## src/rtl/dice_face_decoder.sv

```systemverilog
// dice_face_decoder
//   Receive side of the dice roller LED bus. The 6-bit face pattern is
//   filtered for stability, and each newly settled pattern is decoded into a
//   face value 1-6 or flagged as illegal. Each event is offered on a
//   single-entry valid/ready output register. Saturating per-face and error
//   histograms can be read back for statistics.
//
// Parameters
//   STABLE_CYCLES : consecutive sampling edges a pattern must hold (2..255)
//   CNT_W         : width of every histogram / error counter
//
// Ports
//   clk        in   clock
//   rst_n      in   asynchronous active-low reset
//   led_in     in   [5:0] face pattern from the roller
//   out_ready  in   consumer takes the held event this cycle
//   clear      in   synchronous clear of histograms, err_count and overrun
//   hist_sel   in   [2:0] 0 = err_count, 1..6 = face counter, 7 = zero
//   out_valid  out  an event is held
//   out_value  out  [2:0] decoded face 1..6, 0 for an error event
//   out_error  out  held event is an illegal pattern
//   overrun    out  sticky: an event was dropped under backpressure
//   hist_count out  [CNT_W-1:0] combinational counter readout
module dice_face_decoder #(
  parameter int STABLE_CYCLES = 4,
  parameter int CNT_W         = 16
) (
  input  logic             clk,
  input  logic             rst_n,
  input  logic [5:0]       led_in,
  input  logic             out_ready,
  input  logic             clear,
  input  logic [2:0]       hist_sel,
  output logic             out_valid,
  output logic [2:0]       out_value,
  output logic             out_error,
  output logic             overrun,
  output logic [CNT_W-1:0] hist_count
);

  localparam logic [7:0] RUN_MAX   = 8'(STABLE_CYCLES);
  localparam logic [7:0] ACCEPT_AT = 8'(STABLE_CYCLES - 1);

  logic [5:0]       led_q;
  logic [5:0]       last_acc;
  logic [7:0]       run_cnt;
  logic             accept;
  logic             new_pat;
  logic             face_legal;
  logic [2:0]       face_val;
  logic             face_ev;
  logic             err_ev;
  logic             ev;
  logic [2:0]       ev_idx;
  logic [CNT_W-1:0] cnt [0:6];

  // The run counter is 1 on the edge that samples a new pattern, so the
  // acceptance edge is the one where it steps from STABLE_CYCLES-1 up to
  // STABLE_CYCLES. It then parks there, so a run accepts at most once.
  always_ff @(posedge clk or negedge rst_n) begin
    if (!rst_n) begin
      led_q   <= '0;
      run_cnt <= '0;
    end else begin
      led_q <= led_in;
      if (led_in != led_q) begin
        run_cnt <= 8'd1;
      end else if (run_cnt != RUN_MAX) begin
        run_cnt <= run_cnt + 8'd1;
      end
    end
  end

  assign accept  = (led_in == led_q) && (run_cnt == ACCEPT_AT);
  assign new_pat = accept && (led_in != last_acc);

  // Face pattern decode; anything not listed (except blank) is illegal.
  always_comb begin
    face_val   = 3'd0;
    face_legal = 1'b1;
    case (led_in)
      6'b000001: face_val = 3'd1;
      6'b000010: face_val = 3'd2;
      6'b000011: face_val = 3'd3;
      6'b001100: face_val = 3'd4;
      6'b001101: face_val = 3'd5;
      6'b111100: face_val = 3'd6;
      default:   face_legal = 1'b0;
    endcase
  end

  // Blank is a legal "no face" pattern: it re-arms change detection but
  // never produces an event.
  assign face_ev = new_pat && face_legal;
  assign err_ev  = new_pat && !face_legal && (led_in != 6'b000000);
  assign ev      = face_ev || err_ev;
  assign ev_idx  = err_ev ? 3'd0 : face_val;

  always_ff @(posedge clk or negedge rst_n) begin
    if (!rst_n) begin
      last_acc <= '0;
    end else if (new_pat) begin
      last_acc <= led_in;
    end
  end

  // Single-entry output register. A new event may replace the held one on
  // the same edge it is consumed. If the slot is full and not being drained
  // the new event is dropped and overrun records it; clear wins over a
  // same-cycle overrun so the flag reads as freshly cleared.
  always_ff @(posedge clk or negedge rst_n) begin
    if (!rst_n) begin
      out_valid <= 1'b0;
      out_value <= 3'd0;
      out_error <= 1'b0;
      overrun   <= 1'b0;
    end else begin
      if (ev && (!out_valid || out_ready)) begin
        out_valid <= 1'b1;
        out_value <= face_val;
        out_error <= err_ev;
      end else if (out_valid && out_ready) begin
        out_valid <= 1'b0;
      end

      if (clear) begin
        overrun <= 1'b0;
      end else if (ev && out_valid && !out_ready) begin
        overrun <= 1'b1;
      end
    end
  end

  // Index 0 holds err_count, 1..6 the face counters. Every event counts,
  // including dropped ones; clear takes priority over a same-cycle count.
  always_ff @(posedge clk or negedge rst_n) begin
    if (!rst_n) begin
      for (int i = 0; i < 7; i++) begin
        cnt[i] <= '0;
      end
    end else begin
      for (int i = 0; i < 7; i++) begin
        if (clear) begin
          cnt[i] <= '0;
        end else if (ev && (ev_idx == 3'(i)) && (cnt[i] != '1)) begin
          cnt[i] <= cnt[i] + CNT_W'(1);
        end
      end
    end
  end

  // Select 7 has no counter behind it and reads as zero.
  always_comb begin
    hist_count = '0;
    for (int i = 0; i < 7; i++) begin
      if (hist_sel == 3'(i)) begin
        hist_count = cnt[i];
      end
    end
  end

endmodule

```

## config.mk

```make
export PLATFORM = sky130hd
export DESIGN_NAME = dice_face_decoder
export DESIGN_NICKNAME = d
export VERILOG_FILES = /design/src/rtl/dice_face_decoder.sv
export SDC_FILE = /design/constraint.sdc
export NUM_CORES = 1
export LEC_CHECK = 0
export BUFFER_PORTS_ARGS = -buffer_cell sky130_fd_sc_hd__buf_4
export CAP_MARGIN = 20
export CORE_ASPECT_RATIO = 1.5
export CORE_MARGIN = 10
export CORE_UTILIZATION = 40
export CTS_CLUSTER_DIAMETER = 150
export DETAILED_ROUTE_END_ITERATION = 8
export HOLD_SLACK_MARGIN = 0.05
export SLEW_MARGIN = 5
export SYNTH_ARGS = -nofsm -noshare
export SYNTH_HDL_FRONTEND = slang
export SYNTH_SLANG_ARGS = --single-unit
```

## constraint.sdc

```tcl
create_clock -name clk -period 4.42 [get_ports clk]
set_input_delay 1.326 -clock clk [delete_from_list [all_inputs] [get_ports clk]]
set_output_delay 1.326 -clock clk [all_outputs]
set_load 0.01 [all_outputs]
```

=== Word-level counts from Yosys, hierarchy flattened ===
Cells that the tools add are included.

* Register bits after elaboration: 138
* Input bits: 13
* Output and inout port bits: 22
* Logic and storage cells: 124

* Add/subtract/negate cells: 8
* Reduce and logical (&&, ||, !) cells: 42
* Mux-type cells: 30
* Equal/unequal tests: 30

{| class="wikitable"
|+ Operators with widths
! operator !! count
|-
| two-way mux 16 bit || 21
|-
| adder 16 x 1 -> 16 bit (second input constant) || 7
|-
| != test 16 bit (second input constant) || 7
|-
| logical AND 1 bit || 23
|-
| nonzero test 2 bit || 10
|-
| equality test 3 bit (second input constant) || 6
|-
| one-hot mux 3 bit (6 select lines) || 1
|-
| two-way mux 8 bit || 2
|-
| equality test 3 x 2 -> 1 bit (second input constant) || 4
|-
| equality test 6 x 2 -> 1 bit (second input constant) || 2
|-
| equality test 6 x 4 -> 1 bit (second input constant) || 2
|-
| != test 6 bit || 2
|-
| adder 8 x 1 -> 8 bit (second input constant) || 1
|-
| equality test 8 x 2 -> 1 bit (second input constant) || 1
|-
| != test 8 x 3 -> 1 bit (second input constant) || 1
|-
| equality test 3 x 1 -> 1 bit (second input constant) || 2
|-
| equality test 6 x 1 -> 1 bit (second input constant) || 1
|-
| equality test 6 bit || 1
|-
| equality test 6 bit (second input constant) || 1
|-
| logical NOT 3 bit || 2
|-
| nonzero test 6 bit || 1
|-
| OR reduction 6 bit || 1
|-
| two-way mux 1 bit || 5
|-
| logical NOT 1 bit || 3
|-
| 2 further kinds || 3
|}

=== Logic depth before layout (Yosys ltp) ===
Gate-level depths: netlist (run 1).

* Depth in word-level cells: 12
* Mapped depth: 9
* Depth with buffers taken out: 7

=== Worst setup path after synthesis (run 1) ===
No wires, ideal clock.

* Kind: input -> output
* Start: input port hist_sel[2]
* End: output port hist_count[3]
* Arrival time: 2.866 ns
* Required time: 3.094 ns
* Path buffers: 2
* Cell stages on the path: 7
* Path slack: 0.228 ns
* Path through: clkbuf_1 -> buf_1 -> mux2i_1 -> nor2_1 -> a211oi_1 -> a21oi_1 -> a221o_1

* Cells in the longest elaborated chain, start to end: 8
* Elaborated cells between the ends (all ways): 14
* Those cells by class: eq/ne (6); mux (7); reduce/logical (1)

{| class="wikitable"
|+ RTL lines
! element !! RTL line !! text
|-
| from (decl) || 33 || <nowiki>input logic [2:0] hist_sel,</nowiki>
|-
| logical NOT 3 bit || 156 || <nowiki>if (hist_sel == 3'(i)) begin</nowiki>
|-
| two-way mux 16 bit (6 in a row) || 156 ||
|-
| two-way mux 16 bit (*) || 156 ||
|-
| to (decl) || 38 || <nowiki>output logic [CNT_W-1:0] hist_count</nowiki>
|}

Every way passes the cells marked *; elsewhere a longest branch is shown, timed or not.

=== Final worst setup path (run 1) ===
* Start: input port hist_sel[2]
* End: output port hist_count[7]

The elaborated chain is that of the path after synthesis.

==> impl_metrics.toml, run 1 <==
[clocking]
cts_sinks = 138
clock-root-buffer = "clkbuf_16"
holdBufCountCts = 0
post-cts-setup-buffer-count = 0
clkTransAtPathRegs_ps = 60
cts_tree = "done"
clock_latency_ps = 440
clockBufferDepth = 2
cts_made_buffers = 17
cts.repair.resized = 0
htreeDepth = 4

[sta]
relSlewSlack_pct = 41.11
hold_violations = 0
tns_ps = 0
fin_skew_ps = 9.440
setup_viol_count_final = 0
fin_crit_sh_pct = 96.74
setup_slack_ps = 144.3
rsz0062_at_grt = "false"
fmax_mhz = 233.9
slew_violations = 0
hold_ws_ps = 490.4
fin_crit_ps = 4276
worst_slew_pin_slew_ps = 879.4

[hold_path]
min_from = "out_value[2]$_DFFE_PN0P_"
hold_path_class = "reg2reg"

[power]
p_leak_nw = 3.853
pwr_density_cell_nw_per_um2 = 312.9
vdd_drop_max_mv = 0.2479

[detailed_routing]
drt-initial-drc-count = 621
wirelength_mm = 25.66
first_pass_iters = 5
ant_nets = 0
wl_per_cell_um = 21.16
viasPerCell = 5.967
drc = 0
vias = 7238

[setup_path]
critPathLaunchType = "primary input"
critPathKind = "in2out"
worst_r2r_startpoint = "run_cnt[0]$_DFFE_PN0P_"
worstPathRequired_ps = 3090
crit_fanout = 24
endpoint_kind = "output port"
rrSetupSlack_ps = 1340
crit_start = "hist_sel[2]"
crit_arrival_ps = 2950

[synthesis]
synth_cell_types = 63
synth_fa_ha_area_share_pct = 1.365
synth-simple-area-share_pct = 27.34
yosysWarnings = 0
syn_inst = 916
synth-seq-cells = 138
synth_area_leader_cell = "dfrtp_1"
synth_compound_area_share_pct = 14.19
synth_flop_cell = "dfrtp_1"
syn_nets = 938
avgSynthCellArea_um2 = 9.008
synth_edf_count = 0
synth_top_area_share_pct = 41.85
synthMuxAreaShare_pct = 4.701
async_reset_ff_share_pct = 100.0
ys_seq_area_share_pct = 41.85
synth_top_family_by_area = "simple AND/OR/NAND/NOR gates"
yosys.area_share.xor_xnor_pct = 7.005
synth_area_um2 = 8252
yosys-top-cells-area = "dfrtp_1, nor2_1, a21oi_1, xor2_1, nand3_1"

[final_layout]
most-common-layout-cells = "dfrtp_1, nor2_1, nand2_1"
regArea_um2 = 3453
area_delta_synth_final_pct = 14.04
fill_cells = 2000
antennaDiodeCount = 0
final_cells = 1213
drive_gt1_share_pct = 12.96
final_common_cell = "dfrtp_1"
multi_input_area_um2 = 4508
nets = 958

[die]
core_um2 = 20340
die_x_um = 137.3
die_area_um2 = 26890
start_util_pct = 40.57
die_y_um = 195.9
rows = 64
io_pins = 35

[global_routing]
grt_pass1_vias = 6998
grt_first_pass_wirelength_mm = 40.46
track_usage_pct = 19.55
grt-ovfl-total = 0
grt_max_degree = 84
antenna_found_initial = 0

[job]
maxCapViolations = 0

[placement]
post-place-ws_ps = 66.20
gp_congestion = 0.9228
place_hpwl_mm = 19.08
dp.cells = 1181
portBuffers = 34

[outcome]
status = "complete, no violations"
-- path summary, 6_finish.rpt --
path | cells past startpoint | endpoint
max | 8 | hist_count[7]
min | 2 | out_value[2]$_DFFE_PN0P_
max reg2reg | 8 | cnt[6]$_DFFE_PN0P_
min reg2reg | 2 | out_value[2]$_DFFE_PN0P_
max in group asynchronous | 2 | cnt[71]$_DFFE_PN0P_
min in group asynchronous | 1 | cnt[12]$_DFFE_PN0P_
-- metrics by stage --
stage	util (%)	instance area, µm²	power (mW)
floorplan	-	8252	1.383
global placement	43.17	8780	1.461
detailed placement	43.22	8791	1.462
CTS	46.25	9408	2.975
global route	46.27	9410	3.036
finish	46.27	9410	2.944
-- report_power, final --
| part | internal (mW) | switching (mW) |
|---|---|---|
| clock network | 0.922 | 0.583 |
| logic | 0.0518 | 0.116 |
| registers | 1.27 | 0.00269 |
-- state kept, by name, indices dropped and copies added, names as in the netlist --
signal,count
cnt,112
last_acc,6
led_q,6
out_error,1
out_valid,1
out_value,3
overrun,1
run_cnt,8
-- final cells by class --
cell class	count	share of cell area, %
Clock inverter	12	1.702
Clock buffer	20	4.853
Timing Repair Buffer	54	4.654
Tap cell	264	3.510
Sequential cell	138	36.70
Inverter	17	0.6781
Multi-Input combinational cell	708	47.91
-- cell families (layout without fill, tap and decap cells) --
| family | count (synthesis) | after routing |
|---|---|---|
| XOR/XNOR | 66 | 66 |
| AO/OA/AOI/OAI | 178 | 178 |
| multiplexers | 37 | 37 |
| flip-flops | 138 | 138 |
| adder cells (fa/ha/maj) | 9 | 9 |
| AND/OR/NAND/NOR | 418 | 418 |
| buffers and inverters | 70 | 103 |
-- cell usage after synthesis, types with 2 or more instances --
cell and instances:
o21ai_0 37, xnor2_1 32, a221o_1 12, and2_1 7, a22o_1 3, nand3_1 57, buf_1 5, dfrtp_1 138
nor4b_1 2, a22oi_1 14, o21ba_2 3, a31o_2 3, nor4_2 2, a21oi_1 61, nand2_1 63, ha_1 9
and4_1 8, or4_1 18, clkbuf_1 38, nand2b_1 6, buf_4 2, nor2b_1 24, buf_6 2, and3_1 22
nor4_1 7, nor3b_1 2, or2_2 6, o211a_1 2, o21a_1 2, or3_1 25, nand4_1 36, a211oi_1 12
a21o_1 5, buf_2 6, nor2_1 102, o221ai_1 3, nor3_1 18, xor2_1 34, nor3_2 2, mux2i_1 23
mux2_2 14, and3b_1 2, nor4_4 2, o31ai_1 10, inv_1 17
-- metal layers --
metal	wire length, µm	track usage [%]	vias to the layer above	share of wire, %
met3	1321	4.527	54	5.1
met5	0	0	-	0
li1	-	-	3368	-
met2	13260	33.20	222	52
met1	9895	22.23	3594	39
met4	1190	9.906	0	4.6
-- critical path, cell delays in order --
cell      delay (ps)
buf_4            120
buf_12           200
nor2b_1           80
buf_4            210
a211oi_1         460
a21oi_1           90
a221o_1          290
buf_4            150
Note: power is estimated with default switching activity, not from simulation.
==> run 2: changes to the inputs <==
--- a/config.mk
+++ b/config.mk
@@ -9,7 +9,7 @@
 export CAP_MARGIN = 20
 export CORE_ASPECT_RATIO = 1.5
 export CORE_MARGIN = 10
-export CORE_UTILIZATION = 40
+export CORE_UTILIZATION = 33
 export CTS_CLUSTER_DIAMETER = 150
 export DETAILED_ROUTE_END_ITERATION = 8
 export HOLD_SLACK_MARGIN = 0.05
==> run 2 against run 1 <==
Sequential cell count did not move. Final area up 0.48%. Final cell count increased by 4.7%. Worst setup slack improved by 45 ps. Combinational power decreased by 2%. Critical path depth stayed put. Critical path type unchanged. Sequential power about the same. Critical endpoint is now hist_count[6]. Worst hold slack improved by 8.6 ps. First-iteration DRC count fell by 14%. Clock-buffer cell count down 1. Maximum frequency is 1.1% higher.
==> impl_metrics.toml, run 2 (synthesis gave the netlist of run 1 again) <==
[power]
p_leak_nw = 3.830
pwr_density_cell_nw_per_um2 = 310.8
switching_share_pct = 24.30
p_clk_share_pct = 51.2
p_comb_share_pct = 5.6
vdd_drop_max_mv = 0.2763
p_sw_uw = 713.9
p_int_mw = 2.225
p_seq_share_pct = 43.2

[sta]
slew_violations = 0
setup_viol_count_final = 0
tns_ps = 0
relSlewSlack_pct = 45.63
rsz0062_at_grt = "false"
fin_crit_ps = 4230
hold_violations = 0
fin_skew_ps = 9.352
worst_slew_pin_slew_ps = 808.1
fmax_mhz = 236.4
fin_crit_sh_pct = 95.71

[setup_path]
endpoint_kind = "output port"
critPathKind = "in2out"
crit_arrival_ps = 2900
crit_start = "hist_sel[2]"
worst_path_most_repeated_cell = "buf_4"
crit_fanout = 17
worst_r2r_startpoint = "run_cnt[0]$_DFFE_PN0P_"
r2r_cells = 7
critPathLaunchType = "primary input"
worstPathRequired_ps = 3090
path_delay_family = "compound AO/OA/AOI/OAI gates"
crit_buf_inv = 3
crit_chain = "buf_4 > buf_4 > mux2i_1 > nor2_1 > a211oi_1 > a21oi_1 > a221o_1 > buf_4"
rrSetupSlack_ps = 1170
cp_num_cells = 8
slowest_delay_ps = 300
slowest_stage = "mux2i_1"

[clocking]
clockBufferDepth = 2
clkTransAtPathRegs_ps = 60
cts_sinks = 138
cts_made_buffers = 17
clock-root-buffer = "clkbuf_16"
clock_latency_ps = 440
holdBufCountCts = 0
htreeDepth = 4
post-cts-setup-buffer-count = 0
cts_tree = "done"

[detailed_routing]
first_pass_iters = 5
wl_per_cell_um = 19.12
drc = 0
vias = 7026
viasPerCell = 5.532
wirelength_mm = 24.28
ant_nets = 0
drt-initial-drc-count = 533

[die]
die_area_um2 = 31860
io_pins = 35
core_um2 = 24520
start_util_pct = 33.65
die_y_um = 213.7
die_x_um = 149.1
rows = 70

[final_layout]
antennaDiodeCount = 0
largest-register = "cnt"
multi_input_area_um2 = 4513
most-common-layout-cells = "dfrtp_1, nor2_1, nand2_1"
fill_cells = 2542
final_cells = 1270
post-route-util_pct = 38.56
drive_gt1_share_pct = 12.68
area_delta_synth_final_pct = 14.59
top_regs = "cnt: 112 flops, run_cnt: 8 flops"
nets = 955
final_common_cell = "dfrtp_1"
regArea_um2 = 3453
largest_reg_flops = 112

[global_routing]
met1_usage_pct = 17.80
grt_first_pass_wirelength_mm = 38.67
use_met2_pct = 26.26
antenna_found_initial = 0
grt_max_degree = 71
grt_busiest_layer = "met2"
use_met3_pct = 2.427
track_usage_pct = 15.55
grt_pass1_vias = 6924
grt-ovfl-total = 0

[placement]
portBuffers = 34
dp.cells = 1238
gp_congestion = 0.9091
place_hpwl_mm = 17.96

[job]
maxCapViolations = 0

[hold_path]
min_from = "out_value[0]$_DFFE_PN0P_"
hold_path_class = "reg2reg"
worstHoldPathCells = 2

[outcome]
status = "complete, no violations"
## run 2: per-layer routing
layer / vias up / wire, µm
met1: 3442 / 9675
met5: - / 0
met2: 153 / 12390
met3: 59 / 846
li1: 3372 / -
met4: 0 / 1366
## run 2: final timing paths
| path | end |
|---|---|
| max in group asynchronous | run_cnt[2]$_DFFE_PN0P_ |
| worst min register to register | out_value[0]$_DFFE_PN0P_ |
| min in group asynchronous | cnt[29]$_DFFE_PN0P_ |
| worst max register to register | cnt[77]$_DFFE_PN0P_ |
| worst min-delay path | out_value[0]$_DFFE_PN0P_ |
| worst max-delay path | hist_count[6] |
## run 2: tightest hold or removal path: stages (launching register included)
cell and delay, ps:
dfrtp_1 340, nand2_1 40, o21ai_0 70
## run 2: timing repair
item | 4_1_cts | 5_1_grt
gates resized for setup | 0 | 1
hold endpoints to repair | 0 | 0
endpoints found under the setup margin | 0 | 13
## run 2: area by class of cell
cell class	count	area share, %
Timing Repair Buffer	51	4.354
Clock inverter	13	1.747
Inverter	17	0.6749
Sequential cell	138	36.52
Clock buffer	19	4.684
Tap cell	324	4.287
Multi-Input combinational cell	708	47.73
## run 2: metrics by stage
step / hold slack (ps) / setup WS (ps) / total power [mW] / cell area [µm²]
2_1_floorplan: 502.0 / 227.7 / 1.383 / 8252
3_3_place_gp: 467.7 / 82.91 / 1.459 / 8842
3_5_place_dp: 492.8 / 24.14 / 1.460 / 8842
4_1_cts: 506.5 / 43.02 / 2.963 / 9450
5_1_grt: 522.9 / 72.22 / 3.027 / 9455
6_report: 499.0 / 189.6 / 2.939 / 9455
## run 2: power groups by stage
stage | clock network (mW) | logic, mW | registers, mW
5_1_grt | 1.58 | 0.181 | 1.27
6_report | 1.50 | 0.164 | 1.27
4_1_cts | 1.53 | 0.167 | 1.27
2_1_floorplan | 0 | 0.0896 | 1.29
3_5_place_dp | 0 | 0.167 | 1.29
3_3_place_gp | 0 | 0.165 | 1.29
==> run 3: changes to the inputs <==
--- a/config.mk
+++ b/config.mk
@@ -8,7 +8,6 @@
 export BUFFER_PORTS_ARGS = -buffer_cell sky130_fd_sc_hd__buf_4
 export CAP_MARGIN = 20
 export CORE_ASPECT_RATIO = 1.5
-export CORE_MARGIN = 10
 export CORE_UTILIZATION = 33
 export CTS_CLUSTER_DIAMETER = 150
 export DETAILED_ROUTE_END_ITERATION = 8
==> run 3 against run 2 <==
Worst hold slack better by 13 ps. Combinational power up 2%. Maximum frequency shrank 0.78%. Critical path depth decreased by 1. Utilization grew 0.16 points. Worst setup slack worse by 33 ps. Routed wire length rose by 4.4%. First-iteration DRC count shrank 14%. Die area fell by 19%. Sequential cell count is the same.
==> impl_metrics.toml, run 3 (synthesis gave the netlist of run 1 again) <==
[clocking]
cts_made_buffers = 17
clock_latency_ps = 430
cts_tree = "done"
clock-root-buffer = "clkbuf_16"
clockBufferDepth = 2
holdBufCountCts = 0
cts_sinks = 138
htreeDepth = 4
clkTransAtPathRegs_ps = 60

[placement]
portBuffers = 34
place_hpwl_mm = 17.97
dp.cells = 1238
gp_congestion = 0.8942

[power]
p_leak_nw = 3.816
p_int_mw = 2.165
p_seq_share_pct = 44.0
pwr_density_cell_nw_per_um2 = 305.2
p_sw_uw = 723.1
p_comb_share_pct = 5.8
switching_share_pct = 25.04
vdd_drop_max_mv = 0.2244
p_clk_share_pct = 50.2

[hold_path]
whs_endpoint = "out_error$_DFFE_PN0P_"
worstHoldPathCells = 1
hold_path_class = "reg2reg"
min_from = "out_error$_DFFE_PN0P_"

[detailed_routing]
drt-initial-drc-count = 461
ant_nets = 0
viasPerCell = 5.671
wl_per_cell_um = 19.94
vias = 7208
first_pass_iters = 5
wirelength_mm = 25.35
drc = 0

[sta]
fin_crit_sh_pct = 96.46
worst_slew_pin_slew_ps = 976.4
rsz0062_at_grt = "false"
setup_viol_count_final = 0
tns_ps = 0
fin_skew_ps = 6.272
fmax_mhz = 234.5
slew_violations = 0
relSlewSlack_pct = 34.91
fin_crit_ps = 4264
hold_violations = 0

[global_routing]
grt-ovfl-total = 0
antenna_found_initial = 0
track_usage_pct = 20.27
grt_pass1_vias = 7031
grt_max_degree = 89
grt_first_pass_wirelength_mm = 39.96

[job]
maxCapViolations = 0

[final_layout]
largest_reg_flops = 112
drive_gt1_share_pct = 12.99
most-common-layout-cells = "dfrtp_1, nor2_1, nand2_1"
area_delta_synth_final_pct = 14.66
top_regs = "cnt: 112 flops, run_cnt: 8 flops"
final_common_cell = "dfrtp_1"
largest-register = "cnt"
post-route-util_pct = 38.72
final_cells = 1271
nets = 956
antennaDiodeCount = 0

[setup_path]
crit_arrival_ps = 2940
slowest_delay_ps = 490
worstPathRequired_ps = 3090
worst_path_most_repeated_cell = "buf_4"
crit_chain = "buf_4 > buf_4 > nand2b_1 > inv_1 > and2_1 > a221o_1 > buf_4"
endpoint_kind = "output port"
critPathKind = "in2out"
rrSetupSlack_ps = 1430
r2r_cells = 8
slowest_stage = "and2_1"
worst_r2r_startpoint = "run_cnt[0]$_DFFE_PN0P_"
crit_fanout = 21
critPathLaunchType = "primary input"
reg2reg_to = "cnt[76]$_DFFE_PN0P_"

[die]
start_util_pct = 33.77
die_y_um = 195.7
core_um2 = 24440
die_area_um2 = 25650
io_pins = 35
rows = 70
die_x_um = 131.1

[outcome]
status = "complete, no violations"
## run 3: cell count changes in the layout (fill, tap and decap cells not counted), sizes merged
| cell | previous run | this run |
|---|---|---|
| clkinv | 2 | 6 |
| clkbuf | 19 | 18 |
| buf | 51 | 52 |
| inv | 21 | 17 |
| clkinvlp | 4 | 6 |
| bufinv | 3 | 2 |
## run 3: critical path: cells and delay by family
| kind | cells | cell delay, ps |
|---|---|---|
| AOI/OAI and AO/OA | 1 | 320 |
| buffers and inverters | 4 | 620 |
| and+or+nand+nor | 2 | 670 |
## run 3: power by group through the flow
stage / Sequential [mW] / Clock, mW / Combinational (mW)
2_1_floorplan: 1.29 / 0 / 0.0896
6_report: 1.27 / 1.45 / 0.168
3_3_place_gp: 1.29 / 0 / 0.165
3_5_place_dp: 1.29 / 0 / 0.167
5_1_grt: 1.27 / 1.52 / 0.183
4_1_cts: 1.27 / 1.47 / 0.168
## run 3: per-layer routing
metal  GRT usage, %  wire, µm  vias up
li1               -         -     3370
met1          22.81     10250     3620
met2          35.60     13010      168
met3          3.359       803       50
met4          12.72      1285        0
met5              0         0        -
## run 3: layout make-up
cell class,instances,area [µm²]
clock buffers,18,439.2
clock inverters,14,150.1
fillers,2446,14970
inverters,17,63.81
multi-input cells,708,4511
flip-flops and latches,138,3453
well taps,324,405.4
repair buffers,52,439.2
## run 3: worst max path at each step
stage                      from       endpoint  slack (ps)  depth (start not counted)
finish              hist_sel[1]  hist_count[0]         160                          7
global route        hist_sel[1]  hist_count[0]          80                          7
CTS                 hist_sel[2]  hist_count[0]           6                          6
detailed placement  hist_sel[2]  hist_count[0]         -20                          5
global placement    hist_sel[2]  hist_count[0]          10                          5
floorplan           hist_sel[2]  hist_count[3]         230                          7
## run 3: per-stage QoR
stage | instance area, µm² | power (mW) | worst slack [ps] | hold WS, ps
3_5_place_dp | 8855 | 1.461 | -19.21 | 500.8
2_1_floorplan | 8252 | 1.383 | 227.7 | 502.0
6_report | 9462 | 2.888 | 156.4 | 511.8
4_1_cts | 9447 | 2.907 | 6.308 | 515.8
3_3_place_gp | 8855 | 1.458 | 14.97 | 493.1
5_1_grt | 9462 | 2.975 | 84.84 | 537.4
## run 3: repair_timing
action                                  in CTS  in global routing
hold endpoints to repair                     0                  0
resized for setup                            1                  0
endpoints found under the setup margin       1                  0
setup buffers                                0                  0
